$ cat src/rtl/rf_dual_wb_pkg.sv
// Shared widths, writeback-bus slot layout and the decoded slot type for rf_dual_wb.
// Also provides the WS_TO_RF_BUS_WD and NREG macros used by the top level.
`ifndef RF_DUAL_WB_DEFINES
`define RF_DUAL_WB_DEFINES
`define WS_TO_RF_BUS_WD 140
`define NREG 32
`endif

package rf_dual_wb_pkg;

  localparam int unsigned SLOT_WD   = 70;
  localparam int unsigned WE_BIT    = 37;
  localparam int unsigned WADDR_LSB = 32;
  localparam int unsigned XLEN      = 32;
  localparam int unsigned RAW       = 5;

  typedef struct packed {
    logic [XLEN-1:0] pc;
    logic            we;
    logic [RAW-1:0]  waddr;
    logic [XLEN-1:0] wdata;
  } wb_slot_t;

endpackage

$ cat src/rtl/rf_scoreboard.sv
// Per-register in-flight write counters: issue increments, writeback decrements, flush clears.
// Sticky sb_err on saturation or clamp. RF_BYPASS_EN drops busy when the last write retires now.
module rf_scoreboard
  import rf_dual_wb_pkg::*;
#(
  parameter int unsigned NREG = 32,
  parameter int unsigned SB_W = 2,
  localparam int unsigned AW  = $clog2(NREG)
) (
  input  logic                i_clk,
  input  logic                i_reset,
  input  logic                i_flush,
  input  logic                i_is_valid1,
  input  logic                i_is_we1,
  input  logic [AW-1:0]       i_is_dest1,
  input  logic                i_is_valid2,
  input  logic                i_is_we2,
  input  logic [AW-1:0]       i_is_dest2,
  input  logic                i_we1,
  input  logic [AW-1:0]       i_waddr1,
  input  logic                i_we2,
  input  logic [AW-1:0]       i_waddr2,
  input  logic                i_collide,
  input  logic [3:0][AW-1:0]  i_raddr,
  output logic [3:0]          o_busy,
  output logic                o_sb_err
);

  localparam int unsigned CW = SB_W + 1;
  localparam logic [CW-1:0] CNT_MAX = CW'((1 << SB_W) - 1);

  logic [SB_W-1:0] r_cnt   [NREG];
  logic [SB_W-1:0] w_cnt_d [NREG];
  logic [CW-1:0]   w_inc   [NREG];
  logic [CW-1:0]   w_dec   [NREG];
  logic [CW-1:0]   w_sum   [NREG];
  logic            w_err_set;
  logic            r_sb_err;

  always_comb begin
    w_err_set = 1'b0;
    for (int r = 0; r < NREG; r++) begin
      w_inc[r]   = '0;
      w_dec[r]   = '0;
      w_sum[r]   = '0;
      w_cnt_d[r] = r_cnt[r];
      if (r != 0) begin
        w_inc[r] = CW'(i_is_valid1 & i_is_we1 & (i_is_dest1 == AW'(r)))
                 + CW'(i_is_valid2 & i_is_we2 & (i_is_dest2 == AW'(r)));
        // A WB same-dest collision retires both instructions even with we1 suppressed.
        w_dec[r] = CW'((i_we1 | i_collide) & (i_waddr1 == AW'(r)))
                 + CW'(i_we2 & (i_waddr2 == AW'(r)));
        w_sum[r] = {1'b0, r_cnt[r]} + w_inc[r];
        if (w_sum[r] < w_dec[r]) begin
          w_cnt_d[r] = '0;
          w_err_set  = 1'b1;
        end else if ((w_sum[r] - w_dec[r]) > CNT_MAX) begin
          w_cnt_d[r] = CNT_MAX[SB_W-1:0];
          w_err_set  = 1'b1;
        end else begin
          w_cnt_d[r] = SB_W'(w_sum[r] - w_dec[r]);
        end
      end
    end
  end

  always_ff @(posedge i_clk) begin
    if (i_reset) begin
      for (int r = 0; r < NREG; r++) r_cnt[r] <= '0;
      r_sb_err <= 1'b0;
    end else if (i_flush) begin
      for (int r = 0; r < NREG; r++) r_cnt[r] <= '0;
    end else begin
      for (int r = 0; r < NREG; r++) r_cnt[r] <= w_cnt_d[r];
      if (w_err_set) r_sb_err <= 1'b1;
    end
  end

  always_comb begin
    for (int k = 0; k < 4; k++) begin
      o_busy[k] = (i_raddr[k] != '0) && (r_cnt[i_raddr[k]] != '0);
`ifdef RF_BYPASS_EN
      if ({1'b0, r_cnt[i_raddr[k]]} == w_dec[i_raddr[k]]) o_busy[k] = 1'b0;
`endif
    end
  end

  assign o_sb_err = r_sb_err;

endmodule

$ cat src/rtl/rf_dual_wb.sv
// Dual-write, four-read register file with a pending-write scoreboard.
// Define RF_BYPASS_EN to forward same-cycle writeback data and retirement onto the read ports.
module rf_dual_wb
  import rf_dual_wb_pkg::*;
#(
  parameter int unsigned NREG = `NREG,
  parameter int unsigned SB_W = 2
) (
  input  logic                        clk,
  input  logic                        reset,
  input  logic [`WS_TO_RF_BUS_WD-1:0] ws_to_rf_bus,
  input  logic [RAW-1:0]              raddr1,
  input  logic [RAW-1:0]              raddr2,
  input  logic [RAW-1:0]              raddr3,
  input  logic [RAW-1:0]              raddr4,
  output logic [XLEN-1:0]             rdata1,
  output logic [XLEN-1:0]             rdata2,
  output logic [XLEN-1:0]             rdata3,
  output logic [XLEN-1:0]             rdata4,
  output logic                        busy1,
  output logic                        busy2,
  output logic                        busy3,
  output logic                        busy4,
  input  logic                        is_valid1,
  input  logic                        is_valid2,
  input  logic                        is_we1,
  input  logic                        is_we2,
  input  logic [RAW-1:0]              is_dest1,
  input  logic [RAW-1:0]              is_dest2,
  input  logic                        flush,
  output logic                        sb_err
);

  wb_slot_t              w_s1, w_s2;
  logic                  w_collide;
  logic [3:0][RAW-1:0]   w_raddr;
  logic [3:0][XLEN-1:0]  w_rdata;
  logic [3:0]            w_busy;
  logic [XLEN-1:0]       r_gpr [NREG];

  function automatic wb_slot_t decode_slot(input logic [SLOT_WD-1:0] s);
    decode_slot.pc    = s[WE_BIT+1 +: XLEN];
    decode_slot.we    = s[WE_BIT];
    decode_slot.waddr = s[WADDR_LSB +: RAW];
    decode_slot.wdata = s[0 +: XLEN];
  endfunction

  assign w_s1      = decode_slot(ws_to_rf_bus[SLOT_WD +: SLOT_WD]);
  assign w_s2      = decode_slot(ws_to_rf_bus[0 +: SLOT_WD]);
  assign w_collide = w_s2.we && (w_s1.waddr == w_s2.waddr) && (w_s1.pc != w_s2.pc);
  assign w_raddr   = {raddr4, raddr3, raddr2, raddr1};

  // Slot2 is written last so it wins a same-address collision.
  always_ff @(posedge clk) begin
    if (reset) begin
      for (int i = 0; i < NREG; i++) r_gpr[i] <= '0;
    end else begin
      if (w_s1.we && (w_s1.waddr != '0)) r_gpr[w_s1.waddr] <= w_s1.wdata;
      if (w_s2.we && (w_s2.waddr != '0)) r_gpr[w_s2.waddr] <= w_s2.wdata;
    end
  end

  always_comb begin
    for (int k = 0; k < 4; k++) begin
      w_rdata[k] = (w_raddr[k] == '0) ? '0 : r_gpr[w_raddr[k]];
`ifdef RF_BYPASS_EN
      if (w_raddr[k] != '0) begin
        if (w_s1.we && (w_s1.waddr == w_raddr[k])) w_rdata[k] = w_s1.wdata;
        if (w_s2.we && (w_s2.waddr == w_raddr[k])) w_rdata[k] = w_s2.wdata;
      end
`endif
    end
  end

  rf_scoreboard #(
    .NREG (NREG),
    .SB_W (SB_W)
  ) u_sb (
    .i_clk       (clk),
    .i_reset     (reset),
    .i_flush     (flush),
    .i_is_valid1 (is_valid1),
    .i_is_we1    (is_we1),
    .i_is_dest1  (is_dest1),
    .i_is_valid2 (is_valid2),
    .i_is_we2    (is_we2),
    .i_is_dest2  (is_dest2),
    .i_we1       (w_s1.we),
    .i_waddr1    (w_s1.waddr),
    .i_we2       (w_s2.we),
    .i_waddr2    (w_s2.waddr),
    .i_collide   (w_collide),
    .i_raddr     (w_raddr),
    .o_busy      (w_busy),
    .o_sb_err    (sb_err)
  );

  assign rdata1 = w_rdata[0];
  assign rdata2 = w_rdata[1];
  assign rdata3 = w_rdata[2];
  assign rdata4 = w_rdata[3];
  assign busy1  = w_busy[0];
  assign busy2  = w_busy[1];
  assign busy3  = w_busy[2];
  assign busy4  = w_busy[3];

endmodule

$ cat config.mk
export PLATFORM = sky130hd
export DESIGN_NAME = rf_dual_wb
export DESIGN_NICKNAME = d
export VERILOG_FILES = /design/src/rtl/rf_dual_wb_pkg.sv /design/src/rtl/rf_scoreboard.sv /design/src/rtl/rf_dual_wb.sv
export SDC_FILE = /design/constraint.sdc
export NUM_CORES = 2
export LEC_CHECK = 0
export ABC_CLOCK_PERIOD_IN_PS = 4500
export BUFFER_PORTS_ARGS = -buffer_cell sky130_fd_sc_hd__buf_2
export CAP_MARGIN = 20
export CORE_ASPECT_RATIO = 1.1
export CORE_MARGIN = 10
export CORE_UTILIZATION = 35
export CTS_CLUSTER_DIAMETER = 40
export DETAILED_ROUTE_END_ITERATION = 7
export HOLD_SLACK_MARGIN = 0.15
export SLEW_MARGIN = 20
export SYNTH_ARGS = -nofsm -noshare
export SYNTH_HDL_FRONTEND = slang
export SYNTH_SLANG_ARGS = --single-unit
$ cat constraint.sdc
create_clock -name clk -period 4.5 [get_ports clk]
set_input_delay 0.45 -clock clk [delete_from_list [all_inputs] [get_ports clk]]
set_output_delay 0.45 -clock clk [all_outputs]
set_load 0.05 [all_outputs]
# == After elaboration in Yosys (flattened, before gate mapping) ==
# Memories as Yosys holds them, arrays and structs flattened.
# Cells that the tools add are included.
# totals
ff_bits,1
mem_bits_rw,1088
in_bits,177
word_cells,746
n_memories,2
# classes
addsub,124
magnitude_cmp,62
n_eq_ne,127
n_mux,212
n_bitwise,192
reduce_logical,26
# memory_table
name,words,word_bits,read_ports,rd_ports_with_merged_regs,write_ports,line_no,text
r_gpr,32,32,4,0,32,rf_dual_wb.sv:39,logic [XLEN-1:0] r_gpr [NREG];
u_sb.r_cnt,32,2,35,0,32,rf_scoreboard.sv:32,logic [SB_W-1:0] r_cnt [NREG];
# ops
op,n
5-bit == test (second input constant),64
3-bit by 1-bit AND with 3-bit output,93
2-bit two-way mux,126
32-bit two-way mux,6
3-bit adder,62
5-bit by 4-bit == test with 1-bit output (second input constant),32
2-bit by 3-bit adder with 3-bit output,31
3-bit by 2-bit > comparator with 1-bit output (second input constant),31
3-bit less-than comparator,31
3-bit subtractor,31
5-bit by 3-bit == test with 1-bit output (second input constant),16
1-bit two-way mux,78
1-bit OR,65
32-bit OR reduction,2
5-bit by 2-bit == test with 1-bit output (second input constant),8
1-bit AND,33
32-bit != test,1
5-bit nonzero test,6
5-bit by 1-bit == test with 1-bit output (second input constant),4
5-bit zero test,4
5-bit two-way mux,2
1-bit logical AND,8
2-bit nonzero test,4
5-bit == test,1
3 further kinds,4

# == Logic depth before layout (Yosys ltp) ==
# depth
ltp_word,71
depth_mapped,16
mapped_depth_nobuf,15

# == Hierarchy ==
# From an unflattened synthesis, not the netlist that was laid out.
# unflattened
cells_unflattened,6775
area_unflattened_um2,84883.9
# modules_own_cells
mod,instances,cells_per_inst,area_each_um2
rf_dual_wb,1,5883,76249.4
rf_scoreboard,1,892,8634.5

# == Worst setup path before layout ==
# No wires, ideal clock.
# synth_timing
path_kind,input to register
from,input ws_to_rf_bus[47]
to,register u_sb.r_sb_err (netlist: u_sb.o_sb_err)
setup_time_ns,0.136
t_arrival_ns,3.749
slack_ns,0.616
cell_stages,15
n_path_buf,1
path_cell_list,xnor2_1 -> nand4_1 -> nor4_1 -> nand2_1 -> a41oi_1 -> clkbuf_1 -> nor4_1 -> ha_1 -> ha_1 -> fa_1 -> xnor2_1 -> nand4_1 -> or4_1 -> nor4_1 -> a221oi_1
# synth_between
elab_chain_len,70
word_cells_on_any_way,221
# synth_lines
item,line_no,text
start: declaration,rf_dual_wb.sv:11,"input logic [`WS_TO_RF_BUS_WD-1:0] ws_to_rf_bus,"
32-bit != test (*),rf_dual_wb.sv:50,assign w_collide = w_s2.we && (w_s1.waddr == w_s2.waddr) && (w_s1.pc != w_s2.pc);
1-bit logical AND (*),rf_dual_wb.sv:50,
1-bit OR (*),rf_scoreboard.sv:51,w_dec[r] = CW'((i_we1 | i_collide) & (i_waddr1 == AW'(r)))
3-bit by 1-bit AND with 3-bit output,rf_scoreboard.sv:51,
3-bit adder,rf_scoreboard.sv:52,+ CW'(i_we2 & (i_waddr2 == AW'(r)));
3-bit subtractor,rf_scoreboard.sv:57,end else if ((w_sum[r] - w_dec[r]) > CNT_MAX) begin
3-bit by 2-bit > comparator with 1-bit output,rf_scoreboard.sv:57,
1-bit two-way mux,rf_scoreboard.sv:57,
(+54 left out),n/a,
1-bit two-way mux,rf_scoreboard.sv:54,if (w_sum[r] < w_dec[r]) begin
1-bit two-way mux,rf_scoreboard.sv:57,
1-bit two-way mux,rf_scoreboard.sv:54,
1-bit two-way mux,rf_scoreboard.sv:57,
1-bit two-way mux,rf_scoreboard.sv:54,
1-bit two-way mux,rf_scoreboard.sv:57,
1-bit two-way mux (*),rf_scoreboard.sv:54,
2-bit AND reduction (no source line) (*),n/a,
end signal: assignment,rf_scoreboard.sv:70,r_sb_err <= 1'b0;
end signal: assignment,rf_scoreboard.sv:75,if (w_err_set) r_sb_err <= 1'b1;
end: declaration,rf_scoreboard.sv:38,logic r_sb_err;
# Every way passes the cells marked *; elsewhere a longest branch is shown, timed or not.
# A chain may end at the register's enable or synchronous reset.

==> flow_metrics.env <==
export IMPL_die_w_um=484.6
export IMPL_rsz0062_at_grt="no"
export IMPL_cap_viol_max_count=0
export IMPL_startpoint_type="register"
export IMPL_p_switching_mw=11.08
export IMPL_crit_fanout=4
export IMPL_ys_types=52
export IMPL_htree_levels=4
export IMPL_synth_edff_count=1086
export IMPL_rr_worst_depth=10
export IMPL_stdcell_area_um2=97810
export IMPL_synth_top_family_by_area="multiplexers"
export IMPL_die_area_um2=257300
export IMPL_pre_cts_slack_ns=-0.2125
export IMPL_synth_seq_area_share=0.3927
export IMPL_setup_violations=0
export IMPL_cts_buffers=217
export IMPL_cts_resized=0
export IMPL_crit_start="u_sb.r_cnt[14][1]"
export IMPL_worst_pin_slew_ns=1.179
export IMPL_yosysMostFrequentCell="mux4_2"
export IMPL_grt_busiest_layer="met2"
export IMPL_vias_per_cell=7.348
export IMPL_crit_type="reg2out"
export IMPL_power_density_nw_per_um2=374.8
export IMPL_finalHoldViolCount=0
export IMPL_finalClockSkew_ns=0.03714
export IMPL_place_congestion=0.9560
export IMPL_fin_util=0.4143
export IMPL_yosysWarnings=0
export IMPL_yosys_area_share_simple=0.03516
export IMPL_p_seq_frac=0.338
export IMPL_synthTopCellsByCount="mux4_2, edfxtp_1, a22o_1"
export IMPL_cts_root_buffer="clkbuf_16"
export IMPL_cp_arrival_ns=3.87
export IMPL_dp_hpwl_mm=244.4
export IMPL_synth_top_area_cell="edfxtp_1"
export IMPL_syn_inst=5537
export IMPL_yosys_area_top_type_share=0.3924
export IMPL_yosys_top_cells_area="edfxtp_1, mux4_2, a22o_1, fa_1, clkbuf_1"
export IMPL_grt_pass1_vias=66370
export IMPL_synth_fa_ha_area_frac=0.03641
export IMPL_met1_usage=0.3421
export IMPL_reg2reg_to="u_sb.o_sb_err"
export IMPL_grt_use_met2=0.4196
export IMPL_clk_path_buf_depth=3
export IMPL_fin_crit_ns=4.321
export IMPL_firstDrtPassIters=6
export IMPL_synth_compound_area_share=0.1238
export IMPL_place_area_um2=90010
export IMPL_fill_cells=21110
export IMPL_hold_worst_slack_ns=0.2620
export IMPL_clk_latency_ns=0.88
export IMPL_ys_async_sr_fraction=0
export IMPL_hold_path_class="in2reg"
export IMPL_grt_remaining_overflow=0
export IMPL_grt_max_degree=65
export IMPL_required_ns=4.05
export IMPL_fmax_mhz=231.4
export IMPL_rows=187
export IMPL_postSynthAreaPerCell_um2=15.01
export IMPL_clock_sinks=1087
export IMPL_cp_endpoint="busy4"
export IMPL_r2r_slack_ns=1.17
export IMPL_place_port_buffers=309
export IMPL_layout_setup_ws_ns=0.1787
export IMPL_outcome="finished clean"
export IMPL_drtIter0Drc=12070
export IMPL_vdd_drop_max_v=0.0003527
export IMPL_start_util=0.3520
export IMPL_ys_flop_type="edfxtp_1"
export IMPL_end_kind="output pin"
export IMPL_report_final_slew_viol_count=0
export IMPL_drive_above_1_share=0.4175
export IMPL_grt_pass1_wl_mm=527.7
export IMPL_area_growth_pct=17.70
export IMPL_synth_seq_cells=1087
export IMPL_wl_per_cell_um=42.22
export IMPL_routed_wl_mm=385.7
export IMPL_post_place_cells=8704
export IMPL_grt_use_total=0.2891
export IMPL_p_comb_frac=0.192
export IMPL_synthesis_area_um2=83100
export IMPL_core_area_um2=236100
export IMPL_die_h_um=531.1
export IMPL_vias=67140
export IMPL_antenna_found_initial=47
export IMPL_fin_cells=9137
export IMPL_final_net_count=6169
export IMPL_synthXorXnorAreaFrac=0.007167
export IMPL_power_frac_clock=0.471
export IMPL_use_met3=0.1427
export IMPL_internal_power_mw=25.58
export IMPL_swShare=0.3023
export IMPL_drcViolationCount=0
export IMPL_crit_reg2reg_launch="u_sb.r_cnt[1][0]"
export IMPL_io_pins=310
export IMPL_tritoncts="done"
export IMPL_clk_pin_slew_ns=0.05
export IMPL_synthMuxAreaShare=0.3522
export IMPL_leakagePower_nw=33.84
export IMPL_slew_headroom=0.2112
export IMPL_hp_start="reset"
export IMPL_ant_nets=0
export IMPL_min_period_over_period=0.9603
## cell usage in the layout, fill, tap and decap left out, drive strengths merged, types with 4 or more instances in the layout
| cell type | n |
|---|---|
| a211oi | 27 |
| a21oi | 83 |
| a22o | 992 |
| buf | 719 |
| bufinv | 32 |
| clkbuf | 227 |
| clkinv | 67 |
| clkinvlp | 22 |
| conb | 94 |
| diode | 24 |
| edfxtp | 1086 |
| fa | 93 |
| ha | 93 |
| inv | 318 |
| mux4 | 1299 |
| nand2 | 194 |
| nand2b | 8 |
| nand3 | 30 |
| nand3b | 8 |
| nand4 | 16 |
| nor2 | 139 |
| nor2b | 14 |
| nor3 | 89 |
| nor3b | 37 |
| nor4 | 16 |
| o21ai | 153 |
| o22ai | 8 |
| o41ai | 4 |
| or2 | 4 |
| or3 | 32 |
| xnor2 | 64 |
| xor2 | 4 |
## routing by layer
layer	vias to the layer above	share of wire
met5	-	0.0024
met4	56	0.076
met3	1828	0.17
met2	7101	0.42
met1	34070	0.33
li1	24080	-
## worst max-delay path: stages, from the launching register on
cell and delay (ns):
edfxtp_1 0.43, nor2_1 0.57, a21oi_1 0.14, mux4_2 0.47, a211oi_1 0.86, a21oi_1 0.24, buf_2 0.31
## sequential cells by signal, indices dropped and copies added (netlist names)
signal	cells
u_sb.o_sb_err	1
r_gpr	1024
u_sb.r_cnt	62
## stage by stage
step,setup TNS (ns),total power [mW]
finish,0,36.66
global route,0,37.39
CTS,0,36.48
detailed placement,-0.2125,19.36
global placement,-0.1870,19.26
floorplan,0,16.88
## final cells by class
class	count	area [um2]	area share
inverters	258	968.4	0.009901
clock inverters	181	2202	0.02251
flip-flops and latches	1087	32630	0.3336
clock buffers	227	5532	0.05655
well taps	3118	3901	0.03988
multi-input cells	3522	46900	0.4795
diodes	24	60.06	0.0006140
repair buffers	720	5615	0.05741
## how the worst min path moves through the flow
| stage | endpoint | cells after the start |
|---|---|---|
| finish | r_gpr[0][29] | 2 |
| global route | r_gpr[0][29] | 2 |
| CTS | r_gpr[0][29] | 2 |
| floorplan | u_sb.o_sb_err | 1 |
| global placement | u_sb.o_sb_err | 2 |
| detailed placement | u_sb.o_sb_err | 2 |
## power groups by stage
stage	Sequential (mW)	Clock (mW)	Combinational, mW
2_1_floorplan	12.3	0	4.55
3_3_place_gp	12.5	0	6.81
3_5_place_dp	12.5	0	6.83
4_1_cts	12.3	17.3	6.85
5_1_grt	12.4	17.8	7.18
6_report	12.4	17.3	7.03
## cell families after synthesis
kind of cell	Yosys count
other	2
DFF	1087
adders and majority gates	186
muxes	1300
buffers and inverters	1020
and+or+nand+nor	591
xor gates and xnor gates	68
AOI/OAI and AO/OA	1283
## timing repair
action / in CTS / in global routing
endpoints found under the hold margin: 5 / 0
buffers inserted: 0 / 0
hold buffers: 1 / 0
endpoints found under the setup margin: 0 / 0
Note: power is estimated with default switching activity, not from simulation.
